$ cat src/rtl/proc_pkg.sv
// Shared definitions for the multicycle processor control unit:
// opcodes, FSM state encoding and instruction-register field positions.
package proc_pkg;

    // Instruction opcodes held in the top three bits of IR
    localparam logic [2:0] OP_MV   = 3'b000;
    localparam logic [2:0] OP_MVI  = 3'b001;
    localparam logic [2:0] OP_ADD  = 3'b010;
    localparam logic [2:0] OP_SUB  = 3'b011;
    localparam logic [2:0] OP_LD   = 3'b100;
    localparam logic [2:0] OP_ST   = 3'b101;
    localparam logic [2:0] OP_MVNZ = 3'b110;
    localparam logic [2:0] OP_NOP  = 3'b111;

    // IR fields are 3 bits wide, located by their distance below the IR MSB
    localparam int FIELD_W   = 3;
    localparam int IR_OP_TOP = 0;
    localparam int IR_X_TOP  = 3;
    localparam int IR_Y_TOP  = 6;

    // Register 7 is the program counter
    localparam int PC_IDX = 7;

    typedef enum logic [2:0] {
        S_FETCH0 = 3'd0,
        S_FWAIT  = 3'd1,
        S_FETCH2 = 3'd2,
        S_EX1    = 3'd3,
        S_EWAIT  = 3'd4,
        S_EX3    = 3'd5
    } state_t;

endpackage

$ cat src/rtl/dec3to8.sv
// 3-bit register field to one-hot 8-bit select, used for the RIn/ROut vectors.
module dec3to8 (
    input  logic [2:0] i_sel,
    output logic [7:0] o_onehot
);

    assign o_onehot = 8'b0000_0001 << i_sel;

endmodule

$ cat src/rtl/proc_control_fsm.sv
// Multicycle control unit: fetches the instruction at PC (R7), latches IR,
// then sequences the datapath strobes for one instruction.
// Optional feature: define CTRL_MVNZ_EN to make opcode 110 a conditional
// move on GNZ; otherwise 110 behaves as a NOP and GNZ is ignored.
//
// state  | meaning
// FETCH0 | idle / put PC on the address bus and bump PC when Run is high
// FWAIT  | memory read latency for the instruction fetch
// FETCH2 | latch DIN into IR
// EX1    | first execute cycle (single-cycle ops finish here)
// EWAIT  | memory latency for mvi/ld, or ALU operand cycle for add/sub
// EX3    | final write-back / store cycle
module proc_control_fsm
    import proc_pkg::*;
#(
    parameter int MEM_WAIT = 1,
    parameter int IR_W     = 16
) (
    input  logic            Clock,
    input  logic            Resetn,
    input  logic            Run,
    input  logic [IR_W-1:0] DIN,
    input  logic            GNZ,
    output logic            IRIn,
    output logic [7:0]      RIn,
    output logic [7:0]      ROut,
    output logic            GOut,
    output logic            DinOut,
    output logic            AIn,
    output logic            GIn,
    output logic            AddSub,
    output logic            IncrPc,
    output logic            ADDRIn,
    output logic            DOUTIn,
    output logic            W_D,
    output logic            Done
);

    localparam int CNT_W = $clog2(MEM_WAIT + 1);
    localparam logic [CNT_W-1:0] WAIT_LOAD = CNT_W'(MEM_WAIT - 1);
    localparam logic [7:0]       PC_SEL    = 8'(1) << PC_IDX;

    state_t           r_state;
    state_t           w_next;
    logic [IR_W-1:0]  r_ir;
    logic [CNT_W-1:0] r_wcnt;
    logic [CNT_W-1:0] w_wcnt_next;

    logic [2:0] w_op;
    logic [2:0] w_x;
    logic [2:0] w_y;
    logic [7:0] w_x_oh;
    logic [7:0] w_y_oh;

    logic       w_ir_in;
    logic [7:0] w_rin;
    logic [7:0] w_rout;
    logic       w_gout;
    logic       w_din_out;
    logic       w_ain;
    logic       w_gin;
    logic       w_addsub;
    logic       w_incr_pc;
    logic       w_addr_in;
    logic       w_dout_in;
    logic       w_wd;
    logic       w_done;

    assign w_op = r_ir[IR_W-1-IR_OP_TOP -: FIELD_W];
    assign w_x  = r_ir[IR_W-1-IR_X_TOP  -: FIELD_W];
    assign w_y  = r_ir[IR_W-1-IR_Y_TOP  -: FIELD_W];

    // Low IR bits carry no control meaning
    logic w_unused_ir;
    assign w_unused_ir = ^r_ir[IR_W-1-IR_Y_TOP-FIELD_W:0];

`ifndef CTRL_MVNZ_EN
    logic w_unused_gnz;
    assign w_unused_gnz = GNZ;
`endif

    dec3to8 u_dec_x (
        .i_sel    (w_x),
        .o_onehot (w_x_oh)
    );

    dec3to8 u_dec_y (
        .i_sel    (w_y),
        .o_onehot (w_y_oh)
    );

    // State, instruction register and memory wait counter
    always_ff @(posedge Clock or negedge Resetn) begin
        if (!Resetn) begin
            r_state <= S_FETCH0;
            r_ir    <= '0;
            r_wcnt  <= '0;
        end else begin
            r_state <= w_next;
            r_wcnt  <= w_wcnt_next;
            if (w_ir_in) begin
                r_ir <= DIN;
            end
        end
    end

    // Next-state and strobe decode from state, IR, Run and GNZ
    always_comb begin
        w_next      = r_state;
        w_wcnt_next = r_wcnt;
        w_ir_in     = 1'b0;
        w_rin       = '0;
        w_rout      = '0;
        w_gout      = 1'b0;
        w_din_out   = 1'b0;
        w_ain       = 1'b0;
        w_gin       = 1'b0;
        w_addsub    = 1'b0;
        w_incr_pc   = 1'b0;
        w_addr_in   = 1'b0;
        w_dout_in   = 1'b0;
        w_wd        = 1'b0;
        w_done      = 1'b0;

        case (r_state)
            S_FETCH0: begin
                if (Run) begin
                    w_rout      = PC_SEL;
                    w_addr_in   = 1'b1;
                    w_incr_pc   = 1'b1;
                    w_wcnt_next = WAIT_LOAD;
                    w_next      = S_FWAIT;
                end
            end

            S_FWAIT: begin
                if (r_wcnt == '0) begin
                    w_next = S_FETCH2;
                end else begin
                    w_wcnt_next = r_wcnt - CNT_W'(1);
                end
            end

            S_FETCH2: begin
                w_ir_in = 1'b1;
                w_next  = S_EX1;
            end

            S_EX1: begin
                case (w_op)
                    OP_MV: begin
                        w_rout = w_y_oh;
                        w_rin  = w_x_oh;
                        w_done = 1'b1;
                        w_next = S_FETCH0;
                    end
                    OP_MVI: begin
                        w_rout      = PC_SEL;
                        w_addr_in   = 1'b1;
                        w_incr_pc   = 1'b1;
                        w_wcnt_next = WAIT_LOAD;
                        w_next      = S_EWAIT;
                    end
                    OP_ADD, OP_SUB: begin
                        // ALU operand cycle is not a memory access: one EWAIT cycle only
                        w_rout      = w_x_oh;
                        w_ain       = 1'b1;
                        w_wcnt_next = '0;
                        w_next      = S_EWAIT;
                    end
                    OP_LD: begin
                        w_rout      = w_y_oh;
                        w_addr_in   = 1'b1;
                        w_wcnt_next = WAIT_LOAD;
                        w_next      = S_EWAIT;
                    end
                    OP_ST: begin
                        w_rout    = w_y_oh;
                        w_addr_in = 1'b1;
                        w_next    = S_EX3;
                    end
`ifdef CTRL_MVNZ_EN
                    OP_MVNZ: begin
                        if (GNZ) begin
                            w_rout = w_y_oh;
                            w_rin  = w_x_oh;
                        end
                        w_done = 1'b1;
                        w_next = S_FETCH0;
                    end
`endif
                    default: begin
                        w_done = 1'b1;
                        w_next = S_FETCH0;
                    end
                endcase
            end

            S_EWAIT: begin
                if (w_op == OP_ADD || w_op == OP_SUB) begin
                    w_rout   = w_y_oh;
                    w_gin    = 1'b1;
                    w_addsub = w_op[0];
                end
                if (r_wcnt == '0) begin
                    w_next = S_EX3;
                end else begin
                    w_wcnt_next = r_wcnt - CNT_W'(1);
                end
            end

            S_EX3: begin
                case (w_op)
                    OP_MVI, OP_LD: begin
                        w_din_out = 1'b1;
                        w_rin     = w_x_oh;
                    end
                    OP_ADD, OP_SUB: begin
                        w_gout = 1'b1;
                        w_rin  = w_x_oh;
                    end
                    OP_ST: begin
                        w_rout    = w_x_oh;
                        w_dout_in = 1'b1;
                        w_wd      = 1'b1;
                    end
                    default: begin
                    end
                endcase
                w_done = 1'b1;
                w_next = S_FETCH0;
            end

            default: begin
                w_next = S_FETCH0;
            end
        endcase
    end

    // Outputs are forced low for as long as reset is held, independent of the clock
    assign IRIn   = Resetn & w_ir_in;
    assign RIn    = {8{Resetn}} & w_rin;
    assign ROut   = {8{Resetn}} & w_rout;
    assign GOut   = Resetn & w_gout;
    assign DinOut = Resetn & w_din_out;
    assign AIn    = Resetn & w_ain;
    assign GIn    = Resetn & w_gin;
    assign AddSub = Resetn & w_addsub;
    assign IncrPc = Resetn & w_incr_pc;
    assign ADDRIn = Resetn & w_addr_in;
    assign DOUTIn = Resetn & w_dout_in;
    assign W_D    = Resetn & w_wd;
    assign Done   = Resetn & w_done;

endmodule
$ cat config.mk
export PLATFORM = sky130hd
export DESIGN_NAME = proc_control_fsm
export DESIGN_NICKNAME = d
export VERILOG_FILES = /design/src/rtl/proc_pkg.sv /design/src/rtl/dec3to8.sv /design/src/rtl/proc_control_fsm.sv
export SDC_FILE = /design/constraint.sdc
export NUM_CORES = 1
export LEC_CHECK = 0
export CAP_MARGIN = 15
export CORE_ASPECT_RATIO = 2
export CORE_MARGIN = 5
export CORE_UTILIZATION = 30
export DETAILED_ROUTE_END_ITERATION = 10
export PLACE_DENSITY = 0.7
export SYNTH_ARGS = -nofsm -noshare
export SYNTH_HDL_FRONTEND = slang
export SYNTH_SLANG_ARGS = --single-unit
$ cat constraint.sdc
create_clock -name Clock -period 1.5 [get_ports Clock]
set_input_delay 0.3 -clock Clock [delete_from_list [all_inputs] [get_ports Clock]]
set_output_delay 0.3 -clock Clock [all_outputs]
set_load 0.005 [all_outputs]
After elaboration in Yosys (flattened, before gate mapping)
Index checks and enable logic that the tools add are counted.
Storage, ports and cells
  register bits: 20
  latch bits: 0
  memory bits (writable): 0
  ROM bits: 0
  bits of input ports: 20
  output and inout port bits: 27
  logic and storage cells: 81
  memories kept: 0
Cells by class
  add/subtract/negate cells: 1
  multiply operators: 0
  divide/modulo/power cells: 0
  magnitude comparators: 0
  equal/unequal tests: 14
  shift operators: 2
  mux-type cells: 36
  bitwise operators: 12
  reduce and logical (&&, ||, !) cells: 13
Operator list (count)
  2-to-1 mux 8 bit: 5
  one-hot mux 8 bit (4 select lines): 1
  one-hot mux 8 bit (3 select lines): 1
  2-to-1 mux 1 bit: 19
  bitwise AND 8 bit: 2
  one-hot mux 8 bit (2 select lines): 1
  left shift 1 x 3 -> 8 bit (first input constant): 2
  one-hot mux 3 bit (5 select lines): 1
  equality test 3 x 2 -> 1 bit (second input constant): 4
  equality test 3 bit (second input constant): 4
  bitwise AND 1 bit: 10
  2-to-1 mux 3 bit: 3
  != test 2 bit (second input constant): 4
  equality test 3 x 1 -> 1 bit (second input constant): 2
  logical NOT 3 bit: 2
  one-hot mux 1 bit (2 select lines): 3
  one-hot mux 3 bit (2 select lines): 1
  AND reduction 3 bit: 2
  OR reduction 2 bit: 3
  OR reduction 3 bit: 2
  OR reduction 5 bit: 1
  OR reduction 4 bit: 1
  one-hot mux 1 bit (3 select lines): 1
  nonzero test 3 bit: 1
  other kinds (2): 2

Longest topological paths before layout
  word-level depth: 5
  mapped depth: 5
  mapped depth without buffers: 4

By module
Synthesis repeated with hierarchy kept, for this count alone.
Unflattened totals
  cells, all modules: 137
  area, all modules: 1181.1 µm²
Modules (own cells, without submodules)
  proc_control_fsm: instances 1, cells an instance 121, area an instance 1051.0 µm², sequential area each 300.3 µm²
  dec3to8: instances 2, cells an instance 8, area an instance 65.1 µm², sequential area each 0.0 µm²

Worst setup path before layout
Ideal clock, no wire load.
  path type: flip-flop to output port
  start: reg r_ir[15]
  end: out ROut[4]
  data arrival time: 1324 ps
  data required time: 1200 ps
  setup slack: -124 ps
  stages on the path, launching flop included: 5
  path buffers: 0
  cells stage by stage: dfrtp_1 > and2b_4 > nand4b_2 > or3b_1 > a31oi_1
On the way
  word-level cells in the longest chain between the ends: 5
  elaborated cells between the ends (all ways): 14
  classes of those cells: 5 x eq/ne; 4 x mux; 1 x bitwise; 4 x reduce/logical
Ends and longest elaborated chain
  from (decl): RTL line proc_control_fsm.sv:45  | logic [IR_W-1:0] r_ir;
  from (signal assigned): RTL line proc_control_fsm.sv:96  | r_ir <= '0;
  from (signal assigned): RTL line proc_control_fsm.sv:102  | r_ir <= DIN;
  equality test 3 bit, or another cell as far along: RTL line proc_control_fsm.sv:150, proc_control_fsm.sv:213
  OR reduction 3 bit (no source line), or another cell as far along
  one-hot mux 8 bit (3 select lines) or 2-to-1 mux 8 bit (tied branches): RTL line proc_control_fsm.sv:150, proc_control_fsm.sv:200
  one-hot mux 8 bit (4 select lines) (*): RTL line proc_control_fsm.sv:125  | case (r_state)
  bitwise AND 8 bit (*): RTL line proc_control_fsm.sv:243  | assign ROut = {8{Resetn}} & w_rout;
  to (decl): RTL line proc_control_fsm.sv:26  | output logic [7:0] ROut,
Mark *: on every way between the ends. The rest lies on a longest branch, timed or not.

Final worst setup path
  start: reg r_state[0]
  end: out ROut[4]
On the way
  word-level cells in the longest chain between the ends: 3
  elaborated cells between the ends (all ways): 6
  classes of those cells: 3 x eq/ne; 1 x mux; 1 x bitwise; 1 x reduce/logical
Ends and longest elaborated chain
  from (decl): RTL line proc_control_fsm.sv:43  | state_t r_state;
  from (signal assigned): RTL line proc_control_fsm.sv:99  | r_state <= w_next;
  equality test 3 bit, or another cell as far along: RTL line proc_control_fsm.sv:125
  one-hot mux 8 bit (4 select lines) (*): RTL line proc_control_fsm.sv:125
  bitwise AND 8 bit (*): RTL line proc_control_fsm.sv:243
Marked as above.

==> metrics <==
register area share after synthesis 25.48%; GP Congestion 0.9602; LEAKAGE 1.076 nW; Netlist cell types 47; worst path bufs/invs 3; PwrDens 2071 nW/um^2; number of diodes 0; R2R Setup Slk -90 ps; drt pass-1 iters 4; Starting DRT DRC Count 21; Area growth, synth to finish 105.1%; CP cell instances buf_6 -> nor2_4 -> buf_6 -> nand4b_4 -> or3b_1 -> a31oi_1 -> buf_2; initial antenna violation count 0; Worst setup EP type output port; die height 98.64 um; area leader, netlist dfrtp_1; syn nets 167; DP Wirelength 3.783 mm; root buf cell clkbuf_8; CTS Buf Count 3; number of global-route vias before repair 1623; Via density 5.244; final hold slack 156.6 ps; Max FO, Critical Path 5; Worst Setup SP r_state[0]$_DFFE_PN0P_; Hold Crit Class in -> async; R2R cell count 6; Synth Flop Type dfrtp_1; failing checks negative setup slack; Max Cap Viol 0; Starting Density 30.66%; clock latency at the later pin of the worst-skew pair 240 ps; row count 32; final setup fails 33; count leader, synth nor2_1; Slew headroom 78.39%; CTS clk-pin slew, worst paths 50 ps; reg-to-reg endpoint r_ir[12]$_DFFE_PN0P_; aggregate global routing overflow 0; Final period util 139.5%; top-level I/O count 47; Netlist Area Pre-Place 1179 sq um; Post-synth ARST share 100.0%; remaining antenna violation count 0; Overall Global Routing Usage 20.82%; post-detailed-route wirelength per cell 18.11 um; RSZ-0062 raised after global routing yes; Pwr Total 5.007 mW; first-pass GRT wire length 8.128 mm; Core Area 3844 sq um; Die W 54.32 um; share of layout cells above drive strength 1 64.20%; WP data required 1200 ps; Syn Inst Count 147; via count 1615; Max Fclk 0.4778 GHz; pin count of the biggest net entering global routing 12; area share of the largest cell type after synthesis 25.48%; Post-Layout Cell Count 308; final instance area 2417 sq um; H-tree depth 1; top post-synthesis cells by count nor2_1, dfrtp_1, nand2_1; number of synthesized flops with an enable pin 0; Hold Fails Final Rpt 0; reg2reg start r_state[2]$_DFFE_PN0P_; Post-DP Area 1971 sq um; hold_buf cts 0; Buffers on Ports 38; wirelength, routed 5.579 mm; synthesized flop and latch total 12; Worst Tran Pin Value 324.1 ps; die area 5358 sq um; CTS Sinks 12; DP Cell Count 277; YS warnings 0; crit-path leading delay family simple AND/OR/NAND/NOR gates; critical path class reg -> out; nets 278; crit path DAT 1790 ps; clock buffer depth 2; final design utilization 62.89%; Clock Skew 4.478 ps; Worst path slowest cell dfrtp_2; pins over their slew limit 0; outcome finished with violations; max incr delay on CP 400 ps; drc violations 0; Peak VDD IR 0.001408 V; TritonCTS clock tree yes; top cells by area, synth dfrtp_1, nor2_1, mux2_2; Mapped Avg Cell Area 8.018 sq um; min Tclk post-route 2093 ps; Startpoint Class flip-flop; final worst slack -593.1 ps; Most Frequent Cell on Critical Path buf_6
[layout by cell type (no fill, tap or decap), types with 3 or more instances in the layout]
cell / n
buf_4: 62
buf_2: 22
buf_6: 20
nor2_1: 12
clkdlybuf4s50_1: 10
nand2_1: 8
mux2_4: 7
dfrtp_2: 6
dfrtp_1: 6
nor2_4: 5
a31oi_1: 5
nand3b_1: 4
o21ai_0: 4
clkbuf_8: 4
nor2b_1: 3
nor3b_2: 3
xnor2_1: 3
a21oi_1: 3
nand2b_1: 3
nand3_1: 3
nor3_1: 3
clkbuf_2: 3
[worst max path at each step]
stage	end	slack (ps)	cells past startpoint
after floorplan	RIn[6]	-110	4
after global placement	RIn[6]	-860	6
after detailed placement	RIn[6]	-890	6
after CTS	ROut[2]	-620	7
after global routing	ROut[6]	-670	7
final	ROut[4]	-590	7
[per-layer routing]
| layer | global-route usage, % | wire [um] |
|---|---|---|
| met5 | 0 | 0 |
| met4 | 13.63 | 389 |
| met3 | 1.664 | 126 |
| met2 | 38.87 | 3236 |
| met1 | 19.62 | 1827 |
[stage by stage]
stage / worst slack, ps / TNS (ps)
final: -593.1 / -11740
after global routing: -673.3 / -14020
after CTS: -623.7 / -13300
after detailed placement: -890.3 / -21120
after global placement: -858.2 / -20230
after floorplan: -110.6 / -491.7
[registers in the layout, indices dropped and copies added, names as in the netlist]
register and cells:
r_ir 9, r_state 3
[cell type report]
cell class / instances / area (sq um)
multi-input combinational: 121 / 1051
timing repair buffer: 119 / 935.9
sequential: 12 / 307.8
inverter: 1 / 3.754
tap: 51 / 63.81
clock buffer: 4 / 55.05
fill: 336 / 1426
[what timing repair did]
action,4_1_cts,5_1_grt
endpoints found under the setup margin,36,36
setup buffers,25,10
resized for setup,136,58
gates cloned,0,1
pin swaps,17,18
[power breakdown]
| group | internal (mW) | total, mW | switching, mW |
|---|---|---|---|
| Clock | 0.231 | 0.345 | 0.114 |
| Combinational | 2.16 | 3.87 | 1.71 |
| Sequential | 0.511 | 0.793 | 0.282 |
| Total | 2.90 | 5.01 | 2.11 |
[kinds of logic after synthesis]
group,after synthesis,share of synthesized area [%]
simple gates,79,40.98
buf+inv,14,5.730
compound gates,30,17.09
xor+xnor,3,2.230
flops,12,25.48
mux,9,8.492
No activity file was read; power rests on OpenSTA's default activity.
==> RTL change: new RTL, same flow settings <==
Encoding of `state_t`: now one-hot (6 bits for 6 states).
--- a/src/rtl/proc_pkg.sv
+++ b/src/rtl/proc_pkg.sv
@@ -23,9 +23,9 @@
 
-    typedef enum logic [2:0] {
-        S_FETCH0 = 3'd0,
-        S_FWAIT  = 3'd1,
-        S_FETCH2 = 3'd2,
-        S_EX1    = 3'd3,
-        S_EWAIT  = 3'd4,
-        S_EX3    = 3'd5
+    typedef enum logic [5:0] {
+        S_FETCH0 = 6'b000001,
+        S_FWAIT  = 6'b000010,
+        S_FETCH2 = 6'b000100,
+        S_EX1    = 6'b001000,
+        S_EWAIT  = 6'b010000,
+        S_EX3    = 6'b100000
     } state_t;
Check against the original RTL: no difference found for any inputs over 10 cycles, from zero or initial values and one cycle with Resetn low; not proved beyond that.
==> RTL change against the unedited design <==
The run still ends with negative setup slack left; synthesized cell count is 16% higher; cell area is 9.8% higher; sequential cell count is 3 higher; power is 21% lower; non-clock buffer count is 12 higher; setup slack worse by 0.55 ns; maximum frequency is 21% lower; routed wire length is 5.4% higher; synthesized area is 17% higher.
==> RTL change: results (changes against the unedited design) <==
synth:
  synth_compound_gate_area_share_pct: 16.5  # was 17.1%
  netlist_top_cells_count: "14 x sky130_fd_sc_hd__dfrtp_1, 14 x sky130_fd_sc_hd__nor2_1, 11 x sky130_fd_sc_hd__clkbuf_1, 11 x sky130_fd_sc_hd__nand2_1, 10 x sky130_fd_sc_hd__mux2_2"  # was 18 x sky130_fd_sc_hd__nor2_1, 12 x sky130_fd_sc_hd__dfrtp_1, 9 x sky130_fd_sc_hd__nand2_1, 8 x sky130_fd_sc_hd__o21ai_0
  synth.area.top_cells: "sky130_fd_sc_hd__dfrtp_1 25%, sky130_fd_sc_hd__mux2_2 8.2%, sky130_fd_sc_hd__and3_1 4.1%, sky130_fd_sc_hd__nor2_1 3.8%, sky130_fd_sc_hd__or4_1 3.3%"  # was sky130_fd_sc_hd__dfrtp_1 25%, sky130_fd_sc_hd__nor2_1 5.7%, sky130_fd_sc_hd__mux2_2 5.7%, sky130_fd_sc_hd__o21ai_0 3.4%, sky130_fd_sc_hd__a31oi_1 3.2%
  synth.mux.area_fraction_pct: 8.17  # was 8.49%
  synth_nets: 191  # was 167
  synth_cell_types: 45  # was 47
global_routing:
  grt_first_pass_wirelength_mm: 9.21  # was 8.13 mm
  grt_start_max_net_pins: 17  # was 12
  first_global_vias: 1992  # was 1623
drt:
  average_wire_length_per_cell_after_detail_routing_um: 16.9  # was 18.1 µm
  drtIter0Drc: 54  # was 21
  vias_per_cell: 5.46  # was 5.24
placed_design:
  detailedPlacementHpwl_mm: 4.26  # was 3.78 mm
  placement_cell_area_um2: 2260  # was 1970 µm²
  detailedPlace.worstSlack_ns: -1.18  # was -0.890 ns
  place_congestion: 0.875  # was 0.960
cells_and_area:
  drive_gt1_share_pct: 56.2  # was 64.2%
  final_net_count: 313  # was 278
  instances_no_fill: 347  # was 308
  top_regs: "r_ir x9, r_state x6"  # was r_ir x9, r_state x3
sta:
  setup-violations-final: 41  # was 33
  setup-tns-final_ns: -32.49  # was -11.74 ns
  final_critical_path_setup_slack_ns: -1.14  # was -0.593 ns
  fin_worst_hold_slack_ns: 0.428  # was 0.157 ns
worst_setup_path:
  rr_endpoint: "r_state[3]"  # was r_ir[12]
  reg2reg_setup_slack_ns: -0.93  # was -0.09 ns
  rr_worst_depth: 13  # was 6
run_status:
  failed_checks: "negative setup slack"  # unchanged
  outcome: "finished, violations left"  # unchanged
power_and_ir_drop:
  p_leak_nw: 1.19  # was 1.08 nW
  vdd_drop_max_uv: 1010  # was 1410 µV
cts:
  clk_pin_slew_ns: 0.07  # was 0.05 ns
  clk-insertion-delay-late_ns: 0.26  # was 0.24 ns
-- RTL change: changes by cell type in the layout (fill, tap and decap cells not counted), sizes merged, moves of 5 or more --
cell / unedited run / this run
and3: 0 / 9
buf: 104 / 114
nor2: 19 / 14
or4: 2 / 7
-- RTL change: layer usage --
metal,GRT usage (%),part of all wire (%),vias to the layer above
li1,-,-,888
met1,17.4,34,907
met2,37.4,56,66
met3,1.96,3.4,34
met4,14.9,7.1,0
met5,0,0,-
-- RTL change: how the worst max path moves through the flow --
stage	from	end	slack, ns	depth (start not counted)
final	r_state[3]	RIn[7]	-1.14	8
after global routing	r_state[0]	ROut[1]	-1.19	5
after CTS	r_state[3]	RIn[7]	-1.14	8
after detailed placement	r_state[3]	ROut[5]	-1.18	5
after global placement	r_state[0]	ROut[5]	-1.15	5
after floorplan	r_state[2]	ROut[1]	-0.71	5
-- RTL change: final cells by class --
| type | count | share of cell area (%) |
|---|---|---|
| clock buffer | 3 | 1.56 |
| clock inverter | 1 | 0.283 |
| inverter | 4 | 0.566 |
| multi-input combinational | 138 | 41.1 |
| sequential | 15 | 14.2 |
| tap | 55 | 2.59 |
| timing repair buffer | 131 | 39.7 |
-- RTL change: report_power, final --
group	internal, mW	switching [mW]
clock network	0.187	0.163
registers	0.573	0.221
logic	1.54	1.25
total	2.30	1.64
-- RTL change: logic make-up after synthesis --
logic type / after synthesis
flip-flops: 15
buffers and inverters: 18
multiplexers: 10
AND/OR/NAND/NOR: 91
AO/OA/AOI/OAI: 34
XOR/XNOR: 3
-- RTL change: timing repair --
action / CTS / global route
cloned: 1 / 0
gates resized for setup: 146 / 5
buffers inserted: 31 / 2
endpoints found under the setup margin: 41 / 42
pin swaps: 31 / 7
endpoints found under the hold margin: 0 / 0
